**config.mk**
```make
export PLATFORM = sky130hd
export DESIGN_NAME = lab1_sweep_seq_flat
export DESIGN_NICKNAME = d
export VERILOG_FILES = /design/src/rtl/lab1_sweep_pkg.sv /design/src/rtl/lab1_sweep_seq_if.sv /design/src/rtl/lab1_rec_fifo.sv /design/src/rtl/lab1_sweep_seq.sv /design/src/flat_wrapper.sv
export SDC_FILE = /design/constraint.sdc
export NUM_CORES = 1
export LEC_CHECK = 0
export BUFFER_PORTS_ARGS = -buffer_cell sky130_fd_sc_hd__buf_2
export CORE_ASPECT_RATIO = 1.75
export CORE_MARGIN = 2
export CORE_UTILIZATION = 62
export DETAILED_ROUTE_END_ITERATION = 8
export GPL_TIMING_DRIVEN = 1
export PLACE_DENSITY = 0.84
export SLEW_MARGIN = 20
export SYNTH_ARGS = -nofsm -noshare
export SYNTH_HDL_FRONTEND = slang
export SYNTH_SLANG_ARGS = --single-unit
```
**constraint.sdc**
```tcl
create_clock -name clk -period 3.41 [get_ports clk]
set_input_delay 0.341 -clock clk [delete_from_list [all_inputs] [get_ports clk]]
set_output_delay 0.341 -clock clk [all_outputs]
set_load 0.005 [all_outputs]
```
**src/rtl/lab1_sweep_pkg.sv**
```systemverilog
// ----------------------------------------------------------------------------
// lab1_sweep_pkg
// Shared definitions for the Lab1 sel-sweep sequencer: FSM state encoding,
// record field widths/offsets and the record width REC_W.
//
// Build option: LAB1_SWEEP_TIMESTAMP_EN
//   defined   -> REC_W = 32, rec_data[31:16] carries a 16-bit cycle timestamp
//   undefined -> REC_W = 16, no timestamp field
// ----------------------------------------------------------------------------
package lab1_sweep_pkg;

    typedef enum logic [2:0] {
        IDLE  = 3'd0,
        DRIVE = 3'd1,
        PUSH  = 3'd2,
        STALL = 3'd3,
        FIN   = 3'd4
    } state_e;

    // Operand / result widths of the Lab1_top instance being swept.
    localparam int X_W   = 3;
    localparam int Y_W   = 3;
    localparam int SEL_W = 2;
    localparam int OUT_W = 8;

    // Hold counter width; covers HOLD_CYCLES up to 255.
    localparam int CNT_W = 8;

    // Record layout: {dut_x, dut_y, dut_sel, sampled_out}, MSB = dut_x[2].
    localparam int OUT_LSB = 0;
    localparam int SEL_LSB = OUT_LSB + OUT_W;   // 8
    localparam int Y_LSB   = SEL_LSB + SEL_W;   // 10
    localparam int X_LSB   = Y_LSB + Y_W;       // 13
    localparam int BASE_W  = X_LSB + X_W;       // 16

`ifdef LAB1_SWEEP_TIMESTAMP_EN
    localparam int TS_W   = 16;
    localparam int TS_LSB = BASE_W;             // 16
    localparam int REC_W  = BASE_W + TS_W;      // 32
`else
    localparam int REC_W  = BASE_W;             // 16
`endif

    // Packs the timestamp-independent part of a record.
    function automatic logic [BASE_W-1:0] pack_base(
        input logic [X_W-1:0]   x,
        input logic [Y_W-1:0]   y,
        input logic [SEL_W-1:0] sel,
        input logic [OUT_W-1:0] res
    );
        return {x, y, sel, res};
    endfunction

endpackage

```
**src/rtl/lab1_sweep_seq_if.sv**
```systemverilog
// ----------------------------------------------------------------------------
// lab1_sweep_seq_if
// Record stream between the sweep sequencer (master) and a record consumer
// (slave).
//
// Handshake: rec_valid/rec_data are driven by the master; rec_ready by the
// slave. A record transfers on every clock edge where rec_valid && rec_ready.
// rec_valid never depends on rec_ready, and rec_data is stable while
// rec_valid is high and no transfer has occurred.
//
// Signals:
//   rec_valid  head record available
//   rec_ready  consumer accepts the head record
//   rec_data   head record, REC_W bits
// ----------------------------------------------------------------------------
interface lab1_sweep_seq_if;
    import lab1_sweep_pkg::*;

    logic             rec_valid;
    logic             rec_ready;
    logic [REC_W-1:0] rec_data;

    modport master (
        output rec_valid,
        output rec_data,
        input  rec_ready
    );

    modport slave (
        input  rec_valid,
        input  rec_data,
        output rec_ready
    );

endinterface

```
**src/rtl/lab1_rec_fifo.sv**
```systemverilog
// ----------------------------------------------------------------------------
// lab1_rec_fifo
// First-word-fall-through record buffer. The oldest entry is always presented
// on rd_data_o while rd_valid_o is high; rd_data_o reads as zero when empty.
// A write is accepted while full if a read happens in the same cycle.
//
// Parameters: WIDTH (entry width), DEPTH (power of two, >= 2)
// Ports:
//   clk, rst     clock, asynchronous active-high reset
//   wr_valid_i   write request
//   wr_ready_o   write will be accepted this cycle
//   wr_data_i    write data
//   rd_valid_o   buffer non-empty
//   rd_ready_i   consumer takes the head entry
//   rd_data_o    head entry
//   count_o      current occupancy
// ----------------------------------------------------------------------------
module lab1_rec_fifo #(
    parameter int WIDTH = 16,
    parameter int DEPTH = 4
) (
    input  logic                     clk,
    input  logic                     rst,
    input  logic                     wr_valid_i,
    output logic                     wr_ready_o,
    input  logic [WIDTH-1:0]         wr_data_i,
    output logic                     rd_valid_o,
    input  logic                     rd_ready_i,
    output logic [WIDTH-1:0]         rd_data_o,
    output logic [$clog2(DEPTH):0]   count_o
);

    localparam int AW = $clog2(DEPTH);
    localparam logic [AW:0] CNT_FULL = (AW+1)'(DEPTH);

    logic [WIDTH-1:0] mem_q [DEPTH];
    logic [AW-1:0]    wr_ptr_q;
    logic [AW-1:0]    rd_ptr_q;
    logic [AW:0]      count_q;

    logic full;
    logic pop;
    logic push;

    assign full       = (count_q == CNT_FULL);
    assign rd_valid_o = (count_q != '0);
    assign pop        = rd_valid_o && rd_ready_i;
    // A simultaneous pop frees the slot the write needs, even when full.
    assign wr_ready_o = !full || pop;
    assign push       = wr_valid_i && wr_ready_o;
    assign rd_data_o  = rd_valid_o ? mem_q[rd_ptr_q] : '0;
    assign count_o    = count_q;

    // Pointers are AW bits wide, so they wrap modulo DEPTH on their own.
    always_ff @(posedge clk or posedge rst) begin
        if (rst) begin
            wr_ptr_q <= '0;
            rd_ptr_q <= '0;
            count_q  <= '0;
        end else begin
            if (push) begin
                wr_ptr_q <= wr_ptr_q + 1'b1;
            end
            if (pop) begin
                rd_ptr_q <= rd_ptr_q + 1'b1;
            end
            case ({push, pop})
                2'b10:   count_q <= count_q + 1'b1;
                2'b01:   count_q <= count_q - 1'b1;
                default: count_q <= count_q;
            endcase
        end
    end

    // Storage needs no reset: contents are only visible while non-empty.
    always_ff @(posedge clk) begin
        if (push) begin
            mem_q[wr_ptr_q] <= wr_data_i;
        end
    end

endmodule

```
**src/rtl/lab1_sweep_seq.sv**
```systemverilog
// ----------------------------------------------------------------------------
// lab1_sweep_seq
// Sweeps the sel input of a Lab1_top instance through 0..3 for one latched
// (X, Y) pair. Each sel code is held HOLD_CYCLES cycles, then the instance
// output is sampled and a record {x, y, sel, out} is buffered in a FWFT FIFO
// that the consumer drains independently of the sweep.
//
// Build option: LAB1_SWEEP_TIMESTAMP_EN -- adds a free-running 16-bit cycle
// counter whose value at the sample cycle fills rec_data[31:16].
//
// Parameters: HOLD_CYCLES (1..255), FIFO_DEPTH (power of two, >= 2)
// Ports:
//   clk, rst         clock, asynchronous active-high reset
//   start            request one sweep (dropped while busy)
//   x_in, y_in       operands, latched when start is accepted
//   dut_x, dut_y     operands driven to the Lab1_top instance
//   dut_sel          sel driven to the Lab1_top instance
//   dut_out          result from the Lab1_top instance
//   rec              record stream (master side)
//   busy             sweep in progress
//   done             one-cycle pulse at the end of a sweep
//   dbg_state        current FSM state
//   dbg_count        current FIFO occupancy
// ----------------------------------------------------------------------------
module lab1_sweep_seq
    import lab1_sweep_pkg::*;
#(
    parameter int HOLD_CYCLES = 10,
    parameter int FIFO_DEPTH  = 4
) (
    input  logic                          clk,
    input  logic                          rst,
    input  logic                          start,
    input  logic [X_W-1:0]                x_in,
    input  logic [Y_W-1:0]                y_in,
    output logic [X_W-1:0]                dut_x,
    output logic [Y_W-1:0]                dut_y,
    output logic [SEL_W-1:0]              dut_sel,
    input  logic [OUT_W-1:0]              dut_out,
    lab1_sweep_seq_if.master              rec,
    output logic                          busy,
    output logic                          done,
    output state_e                        dbg_state,
    output logic [$clog2(FIFO_DEPTH):0]   dbg_count
);

    localparam logic [CNT_W-1:0]  HOLD_LAST = CNT_W'(HOLD_CYCLES - 1);
    localparam logic [SEL_W-1:0]  SEL_LAST  = '1;

    state_e             state_q;
    logic [CNT_W-1:0]   cnt_q;
    logic [X_W-1:0]     x_q;
    logic [Y_W-1:0]     y_q;
    logic [SEL_W-1:0]   sel_q;
    logic [OUT_W-1:0]   smp_q;
    logic               done_q;

    logic               sample;
    logic               wr_valid;
    logic               wr_ready;
    logic [REC_W-1:0]   wr_data;

    // The sample cycle is the last of the HOLD_CYCLES DRIVE cycles.
    assign sample   = (state_q == DRIVE) && (cnt_q == HOLD_LAST);
    assign wr_valid = (state_q == PUSH) || (state_q == STALL);

    // ------------------------------------------------------------------
    // Sweep FSM
    // ------------------------------------------------------------------
    always_ff @(posedge clk or posedge rst) begin
        if (rst) begin
            state_q <= IDLE;
            cnt_q   <= '0;
            x_q     <= '0;
            y_q     <= '0;
            sel_q   <= '0;
            smp_q   <= '0;
            done_q  <= 1'b0;
        end else begin
            done_q <= 1'b0;
            case (state_q)
                IDLE: begin
                    if (start) begin
                        x_q     <= x_in;
                        y_q     <= y_in;
                        sel_q   <= '0;
                        cnt_q   <= '0;
                        state_q <= DRIVE;
                    end
                end
                DRIVE: begin
                    cnt_q <= cnt_q + 1'b1;
                    if (sample) begin
                        smp_q   <= dut_out;
                        state_q <= PUSH;
                    end
                end
                PUSH, STALL: begin
                    // The record stays in smp_q/sel_q until the FIFO takes
                    // it, so a stall neither drops nor repeats it.
                    if (wr_ready) begin
                        if (sel_q == SEL_LAST) begin
                            done_q  <= 1'b1;
                            state_q <= FIN;
                        end else begin
                            sel_q   <= sel_q + 1'b1;
                            cnt_q   <= '0;
                            state_q <= DRIVE;
                        end
                    end else begin
                        state_q <= STALL;
                    end
                end
                FIN: begin
                    state_q <= IDLE;
                end
                default: begin
                    state_q <= IDLE;
                end
            endcase
        end
    end

    // ------------------------------------------------------------------
    // Record assembly
    // ------------------------------------------------------------------
`ifdef LAB1_SWEEP_TIMESTAMP_EN
    logic [TS_W-1:0] ts_q;
    logic [TS_W-1:0] ts_smp_q;

    // Free-running; wraps 0xFFFF -> 0. Captured alongside dut_out.
    always_ff @(posedge clk or posedge rst) begin
        if (rst) begin
            ts_q     <= '0;
            ts_smp_q <= '0;
        end else begin
            ts_q <= ts_q + 1'b1;
            if (sample) begin
                ts_smp_q <= ts_q;
            end
        end
    end

    assign wr_data = {ts_smp_q, pack_base(x_q, y_q, sel_q, smp_q)};
`else
    assign wr_data = pack_base(x_q, y_q, sel_q, smp_q);
`endif

    // ------------------------------------------------------------------
    // Record buffer
    // ------------------------------------------------------------------
    lab1_rec_fifo #(
        .WIDTH (REC_W),
        .DEPTH (FIFO_DEPTH)
    ) u_fifo (
        .clk        (clk),
        .rst        (rst),
        .wr_valid_i (wr_valid),
        .wr_ready_o (wr_ready),
        .wr_data_i  (wr_data),
        .rd_valid_o (rec.rec_valid),
        .rd_ready_i (rec.rec_ready),
        .rd_data_o  (rec.rec_data),
        .count_o    (dbg_count)
    );

    assign dut_x     = x_q;
    assign dut_y     = y_q;
    assign dut_sel   = sel_q;
    assign busy      = (state_q != IDLE);
    assign done      = done_q;
    assign dbg_state = state_q;

endmodule

```
**src/flat_wrapper.sv**
```systemverilog
// flat-port wrapper written by rule: the top's interface ports become plain ports
module lab1_sweep_seq_flat import lab1_sweep_pkg::*;
#(
    parameter int HOLD_CYCLES = 10,
    parameter int FIFO_DEPTH  = 4
)
  (clk, rst, start, x_in, y_in, dut_x, dut_y, dut_sel, dut_out, busy, done, dbg_state, dbg_count, rec_rec_valid, rec_rec_data, rec_rec_ready);
  lab1_sweep_seq_if rec_i ();
  input  logic clk;
  input  logic rst;
  input  logic start;
  input  logic [X_W-1:0] x_in;
  input  logic [Y_W-1:0] y_in;
  output logic [X_W-1:0] dut_x;
  output logic [Y_W-1:0] dut_y;
  output logic [SEL_W-1:0] dut_sel;
  input  logic [OUT_W-1:0] dut_out;
  output logic busy;
  output logic done;
  output state_e dbg_state;
  output logic [$clog2(FIFO_DEPTH):0] dbg_count;
  output wire logic [$bits(rec_i.rec_valid)-1:0] rec_rec_valid;
  output wire logic [$bits(rec_i.rec_data)-1:0] rec_rec_data;
  input wire logic [$bits(rec_i.rec_ready)-1:0] rec_rec_ready;
  assign rec_rec_valid = rec_i.rec_valid;
  assign rec_rec_data = rec_i.rec_data;
  assign rec_i.rec_ready = rec_rec_ready;
  lab1_sweep_seq #(.HOLD_CYCLES(HOLD_CYCLES), .FIFO_DEPTH(FIFO_DEPTH)) u_core (.clk(clk), .rst(rst), .start(start), .x_in(x_in), .y_in(y_in), .dut_x(dut_x), .dut_y(dut_y), .dut_sel(dut_sel), .dut_out(dut_out), .rec(rec_i), .busy(busy), .done(done), .dbg_state(dbg_state), .dbg_count(dbg_count));
endmodule
```
Word-level counts from Yosys, hierarchy flattened
Memories as Yosys holds them, arrays and structs flattened.
Cells that the tools add are included.
{"block": "classes", "add_sub_neg": 6, "reduce_logical": 18, "mux": 20, "eq_ne": 12}
{"op": "$mux 8", "count": 3}
{"op": "$pmux 8 s3", "count": 1}
{"op": "$mux 16", "count": 1}
{"op": "$mux 3", "count": 4}
{"op": "$pmux 3 s3", "count": 1}
{"op": "$reduce_bool 3->1", "count": 3}
{"op": "$add 8x1->8 const B", "count": 1}
{"op": "$eq 8x4->1 const B", "count": 1}
{"op": "$reduce_and 4->1", "count": 2}
{"op": "$add 2x1->2 const B", "count": 3}
{"op": "$eq 3x2->1 const B", "count": 2}
{"op": "$mux 2", "count": 3}
{"op": "$ne 2x2->1 const B", "count": 3}
{"op": "$pmux 3 s2", "count": 1}
{"op": "$reduce_and 2->1", "count": 3}
{"op": "$mux 1", "count": 5}
{"op": "$eq 2x2->1 const B", "count": 2}
{"op": "$pmux 2 s2", "count": 1}
{"op": "$reduce_bool 2->1", "count": 2}
{"op": "$add 3x1->3 const B", "count": 1}
{"op": "$eq 3x1->1 const B", "count": 1}
{"op": "$eq 3x3->1 const B", "count": 1}
{"op": "$logic_and 1x1->1", "count": 3}
{"op": "$logic_not 3->1", "count": 1}
{"op": "other kinds (6)", "count": 7}
{"block": "totals", "inputBits": 18, "output_inout_bits": 33, "n_memories": 1, "mem_bits_rw": 64, "register_bits": 35}
{"memory": "u_core.u_fifo.mem_q", "words": 4, "width": 16, "rd": 1, "rd_ports_with_merged_regs": 0, "write_ports": 1, "line_no": "lab1_rec_fifo.sv:36", "source": "logic [WIDTH-1:0] mem_q [DEPTH];"}

Depth between registers and ports, before layout
{"block": "depth", "depth_word": 6, "ltp_mapped": 9}

By module
From an unflattened synthesis, not the netlist that was laid out.
{"block": "unflattened", "cells_unflattened": 264, "hier_area_um2": 4220.3}
{"mod": "lab1_rec_fifo", "seq_area_each_um2": 2097.0, "cells_each": 157, "area_each_um2": 2929.1, "n_inst": 1}
{"mod": "lab1_sweep_seq", "seq_area_each_um2": 700.7, "cells_each": 107, "area_each_um2": 1291.2, "n_inst": 1}

Worst setup path after synthesis
No wires, ideal clock.
{"block": "synth_path", "path_type": "flip-flop to flip-flop", "from": "reg u_core.u_fifo.count_q[0] (netlist: u_core.u_fifo.count_o[0])", "to": "reg u_core.u_fifo.count_q[2] (netlist: u_core.u_fifo.count_o[2])", "path_slack_ns": 1.266, "stages_incl_launch_ff": 10, "required_ns": 3.331, "path_buffers": 0, "period_less_slack_ns": 2.144, "t_arrival_ns": 2.065, "setup_time_ns": 0.079, "cell_sequence": "dfrtp_1 > nor4b_4 > nor2_1 > inv_1 > ha_1 > inv_1 > fa_1 > xor2_1 > nor2_1 > xor2_1"}
{"block": "synth_via", "elab_chain_len": 6}
{"item": "start, declared", "line_no": "lab1_rec_fifo.sv:39", "source": "logic [AW:0] count_q;"}
{"item": "start signal, assigned", "line_no": "lab1_rec_fifo.sv:68", "source": "2'b10: count_q <= count_q + 1'b1;"}
{"item": "start signal, assigned", "line_no": "lab1_rec_fifo.sv:69", "source": "2'b01: count_q <= count_q - 1'b1;"}
{"item": "start signal, assigned", "line_no": "lab1_rec_fifo.sv:70", "source": "default: count_q <= count_q;"}
{"item": "$eq 3x3->1 / $reduce_bool 3->1 (equally long branches)", "line_no": "lab1_rec_fifo.sv:45, lab1_rec_fifo.sv:46"}
{"item": "$logic_not 1->1 / $logic_and 1x1->1 (equally long branches)", "line_no": "lab1_rec_fifo.sv:49, lab1_rec_fifo.sv:47"}
{"item": "$logic_or 1x1->1", "line_no": "lab1_rec_fifo.sv:49", "source": "assign wr_ready_o = !full || pop;"}
{"item": "$logic_and 1x1->1", "line_no": "lab1_rec_fifo.sv:50", "source": "assign push = wr_valid_i && wr_ready_o;"}
{"item": "$eq 2x1->1 / $eq 2x2->1 (equally long branches)", "line_no": "lab1_rec_fifo.sv:67", "source": "case ({push, pop})"}
{"item": "$pmux 3 s2 / $reduce_bool 2->1 (equally long branches)"}
Several ways; a longest one is shown, not always the timed one.
A chain may end at the register's enable or synchronous reset.

Worst setup path after layout
{"block": "layout_path", "from": "reg u_core.u_fifo.rd_ptr_q[0]", "to": "out rec_rec_data[2]"}
{"block": "layout_via", "elab_chain_len": 2}
{"item": "start, declared", "line_no": "lab1_rec_fifo.sv:38", "source": "logic [AW-1:0] rd_ptr_q;"}
{"item": "start signal, assigned", "line_no": "lab1_rec_fifo.sv:65", "source": "rd_ptr_q <= rd_ptr_q + 1'b1;"}
{"item": "$mem_v2 4x16"}
{"item": "$mux 16", "line_no": "lab1_rec_fifo.sv:51", "source": "assign rd_data_o = rd_valid_o ? mem_q[rd_ptr_q] : '0;"}
{"item": "end, declared", "line_no": "flat_wrapper.sv:23", "source": "output wire logic [$bits(rec_i.rec_data)-1:0] rec_rec_data;"}
Every way passes these cells.

==> results.sh <==
export IMPL_grt_max_degree=36
export IMPL_post_place_ws_ps=1020
export IMPL_slew_limit_headroom_pct=43.2
export IMPL_crit_chain="buf_4, mux4_2, and2_1, buf_2"
export IMPL_clockBufferDepth=2
export IMPL_timing_final_crit_share_pct=74.5
export IMPL_vias=2194
export IMPL_avgSynthCellArea_sq_um=16.7
export IMPL_outcome="finished, final reports clean"
export IMPL_critPathMaxFanout=10
export IMPL_drt_pass1_iterations=4
export IMPL_port_buffers=50
export IMPL_overflow=0
export IMPL_die_y_um=112
export IMPL_routedWlPerCell_um=18.6
export IMPL_clock_sinks=99
export IMPL_slew_violations=0
export IMPL_worst_pin_slew_ps=852
export IMPL_rows=39
export IMPL_synthTopCellsByCount="edfxtp_1 (64), dfrtp_1 (35), and2_1 (21)"
export IMPL_synth_top_area_share_pct=46.1
export IMPL_period_minus_slack_ps=2540
export IMPL_rsz0062_at_grt="no"
export IMPL_antenna_found_initial=0
export IMPL_root_buffer="clkbuf_16"
export IMPL_grt_first_pass_wirelength_mm=11.7
export IMPL_cts_tree="yes"
export IMPL_yosys_warnings=0
export IMPL_critical_path_required_ps=3070
export IMPL_finalClockSkew_ps=6.32
export IMPL_holdWs_ps=106
export IMPL_hp_class="input port to asynchronous set/reset pin"
export IMPL_final_area_sq_mm=0.00479
export IMPL_cts_buffers=9
export IMPL_drt_iter0_drc=114
export IMPL_pin_count=51
export IMPL_post_dp_cell_area_sq_mm=0.00448
export IMPL_synthDistinctLibCells=38
export IMPL_wirelength_mm=7.27
export IMPL_clk_pin_slew_ps=60
export IMPL_ant_nets=0
export IMPL_finalHoldViolCount=0
export IMPL_dieArea_sq_mm=0.00742
export IMPL_cpMaxStageDelayCell="dfrtp_1"
export IMPL_async_reset_ff_share_pct=35.4
export IMPL_crit_path_end_kind="output pin"
export IMPL_synth_seq_cells=99
export IMPL_ys_seq_area_share_pct=67.2
export IMPL_cp_data_arrival_time_ps=2200
export IMPL_hpwl_mm=4.76
export IMPL_clock_latency_ps=340
export IMPL_core_region_area_sq_mm=0.00654
export IMPL_drive_above_1_share_pct=33.8
export IMPL_setup_viol=0
export IMPL_start_util_pct=63.7
export IMPL_path_class="flip-flop to output pin"
export IMPL_synthesis_area_sq_mm=0.00417
export IMPL_synth_area_leaders="edfxtp_1 (46%), dfrtp_1 (21%), mux4_2 (8.7%)"
export IMPL_p_total_uw=4040
export IMPL_drt_vias_per_instance=5.63
export IMPL_ctsHoldBuffers=0
export IMPL_p_per_area_mw_per_mm2=842
export IMPL_timing_fmax_ghz=0.394
export IMPL_grt_usage_pct=22.1
export IMPL_gp_congestion=0.739
export IMPL_synth_most_common_cell="edfxtp_1"
export IMPL_cts_resized=0
export IMPL_post_cts_buffers=0
export IMPL_syn_nets=276
export IMPL_fin_setup_tns_ps=0
export IMPL_grt_pass1_vias=2318
export IMPL_antenna_cells=0
export IMPL_slowest_delay_ps=720
export IMPL_nets=330
export IMPL_finalWorstSetupSlack_ps=871
export IMPL_synth_flop_cell="edfxtp_1"
export IMPL_synthToLayoutAreaGrowth_pct=15.1
export IMPL_die_w_um=66.0
export IMPL_leakage_uw=0.00188
export IMPL_syn_inst=249
export IMPL_max_vdd_ir_drop_mv=0.557
export IMPL_drc_errors=0
export IMPL_cp_start_kind="flip-flop"
export IMPL_htree_levels=3
export IMPL_synth_edf_count=64
export IMPL_maxCapViolCount=0
export IMPL_synth_top_area_cell="edfxtp_1"
[sequential cells by signal, indices dropped and copies added, names as in the netlist]
register,count
u_core.dut_x,3
u_core.smp_q,8
u_core.u_fifo.count_o,3
u_core.dbg_state,3
u_core.dut_y,3
u_core.dut_sel,2
u_core.u_fifo.mem_q,64
u_core.done,1
u_core.cnt_q,8
u_core.u_fifo.rd_ptr_q,2
u_core.u_fifo.wr_ptr_q,2
[cell type report]
type	count	area, sq um
fill	416	1750
inverter	10	37.5
timing repair buffer	52	265
sequential	99	2800
multi-input combinational	131	1270
clock inverter	7	91.3
tap	82	103
clock buffer	9	225
[per-stage QoR]
| step | cells | util [%] |
|---|---|---|
| final | 390 | 73.3 |
| after global routing | 390 | 73.3 |
| after CTS | 390 | 73.3 |
| after detailed placement | 374 | 68.5 |
| after global placement | 374 | 68.5 |
| after floorplan | 249 | - |
[final timing paths]
check	to	cells past startpoint	slack, ps	from
max	rec_rec_data[2]	4	870	u_core.u_fifo.rd_ptr_q[0]$_DFFE_PP0P_
min in group clk	u_core.dut_x[1]$_DFFE_PP0P_	2	240	x_in[1]
min	u_core.smp_q[0]$_DFFE_PP0P_	3	110	rst
max reg2reg	u_core.u_fifo.count_o[2]$_DFFE_PP0P_	9	1010	u_core.u_fifo.count_o[0]$_DFFE_PP0P_
max in group asynchronous	u_core.smp_q[4]$_DFFE_PP0P_	3	2960	rst
min reg2reg	u_core.u_fifo.mem_q[3][10]$_DFFE_PP_	0	530	u_core.dut_y[0]$_DFFE_PP0P_
[power breakdown]
part | switching (uW) | total, uW | internal [uW]
registers | 305 | 1890 | 1580
clock network | 412 | 1050 | 641
logic | 458 | 1090 | 635
total | 1180 | 4040 | 2860
[logic make-up after synthesis]
group / after synthesis / share of synthesized area [%]
simple gates: 60 / 9.22
mux: 31 / 13.4
xor+xnor: 8 / 1.68
flops: 99 / 67.2
fa+ha+maj: 9 / 2.88
buf+inv: 19 / 2.25
compound gates: 23 / 3.39
[placed cells by master, fill, tap and decap left out, types with 2 or more instances in the layout]
cell type  synthesis  final
xnor2_1            4      4
clkinv_2           0      3
mux2_2             6      6
and2_1            21     21
nor2_1             7      7
edfxtp_1          64     64
nand2b_1           2      2
nand2_1           12     12
dfrtp_1           35     35
nand3_1            2      2
nor2b_1            3      3
buf_4              3      2
a21oi_1            4      4
mux4_2            16     16
inv_1             10     10
or3_1              2      2
xor2_1             4      4
nand4_1            2      2
mux2_4             8      8
bufinv_16          0      2
buf_2              3     50
clkbuf_16          0      9
ha_1               8      8
o21ai_0           14     14
nor4b_4            2      2
[worst max-delay path, delay by kind of cell, from the launching register on]
kind	cells	cell delay, ps
mux	1	510
buf+inv	2	450
simple gates	1	170
flops	1	720
[layer usage]
layer / up-vias / wire [um] / GRT usage, %
li1: 1030 / - / -
met1: 1115 / 2780 / 25.8
met2: 43 / 4130 / 38.3
met3: 6 / 230 / 4.21
met4: 0 / 123 / 10.9
met5: - / 0 / 0
(Power assumes the default switching activity.)
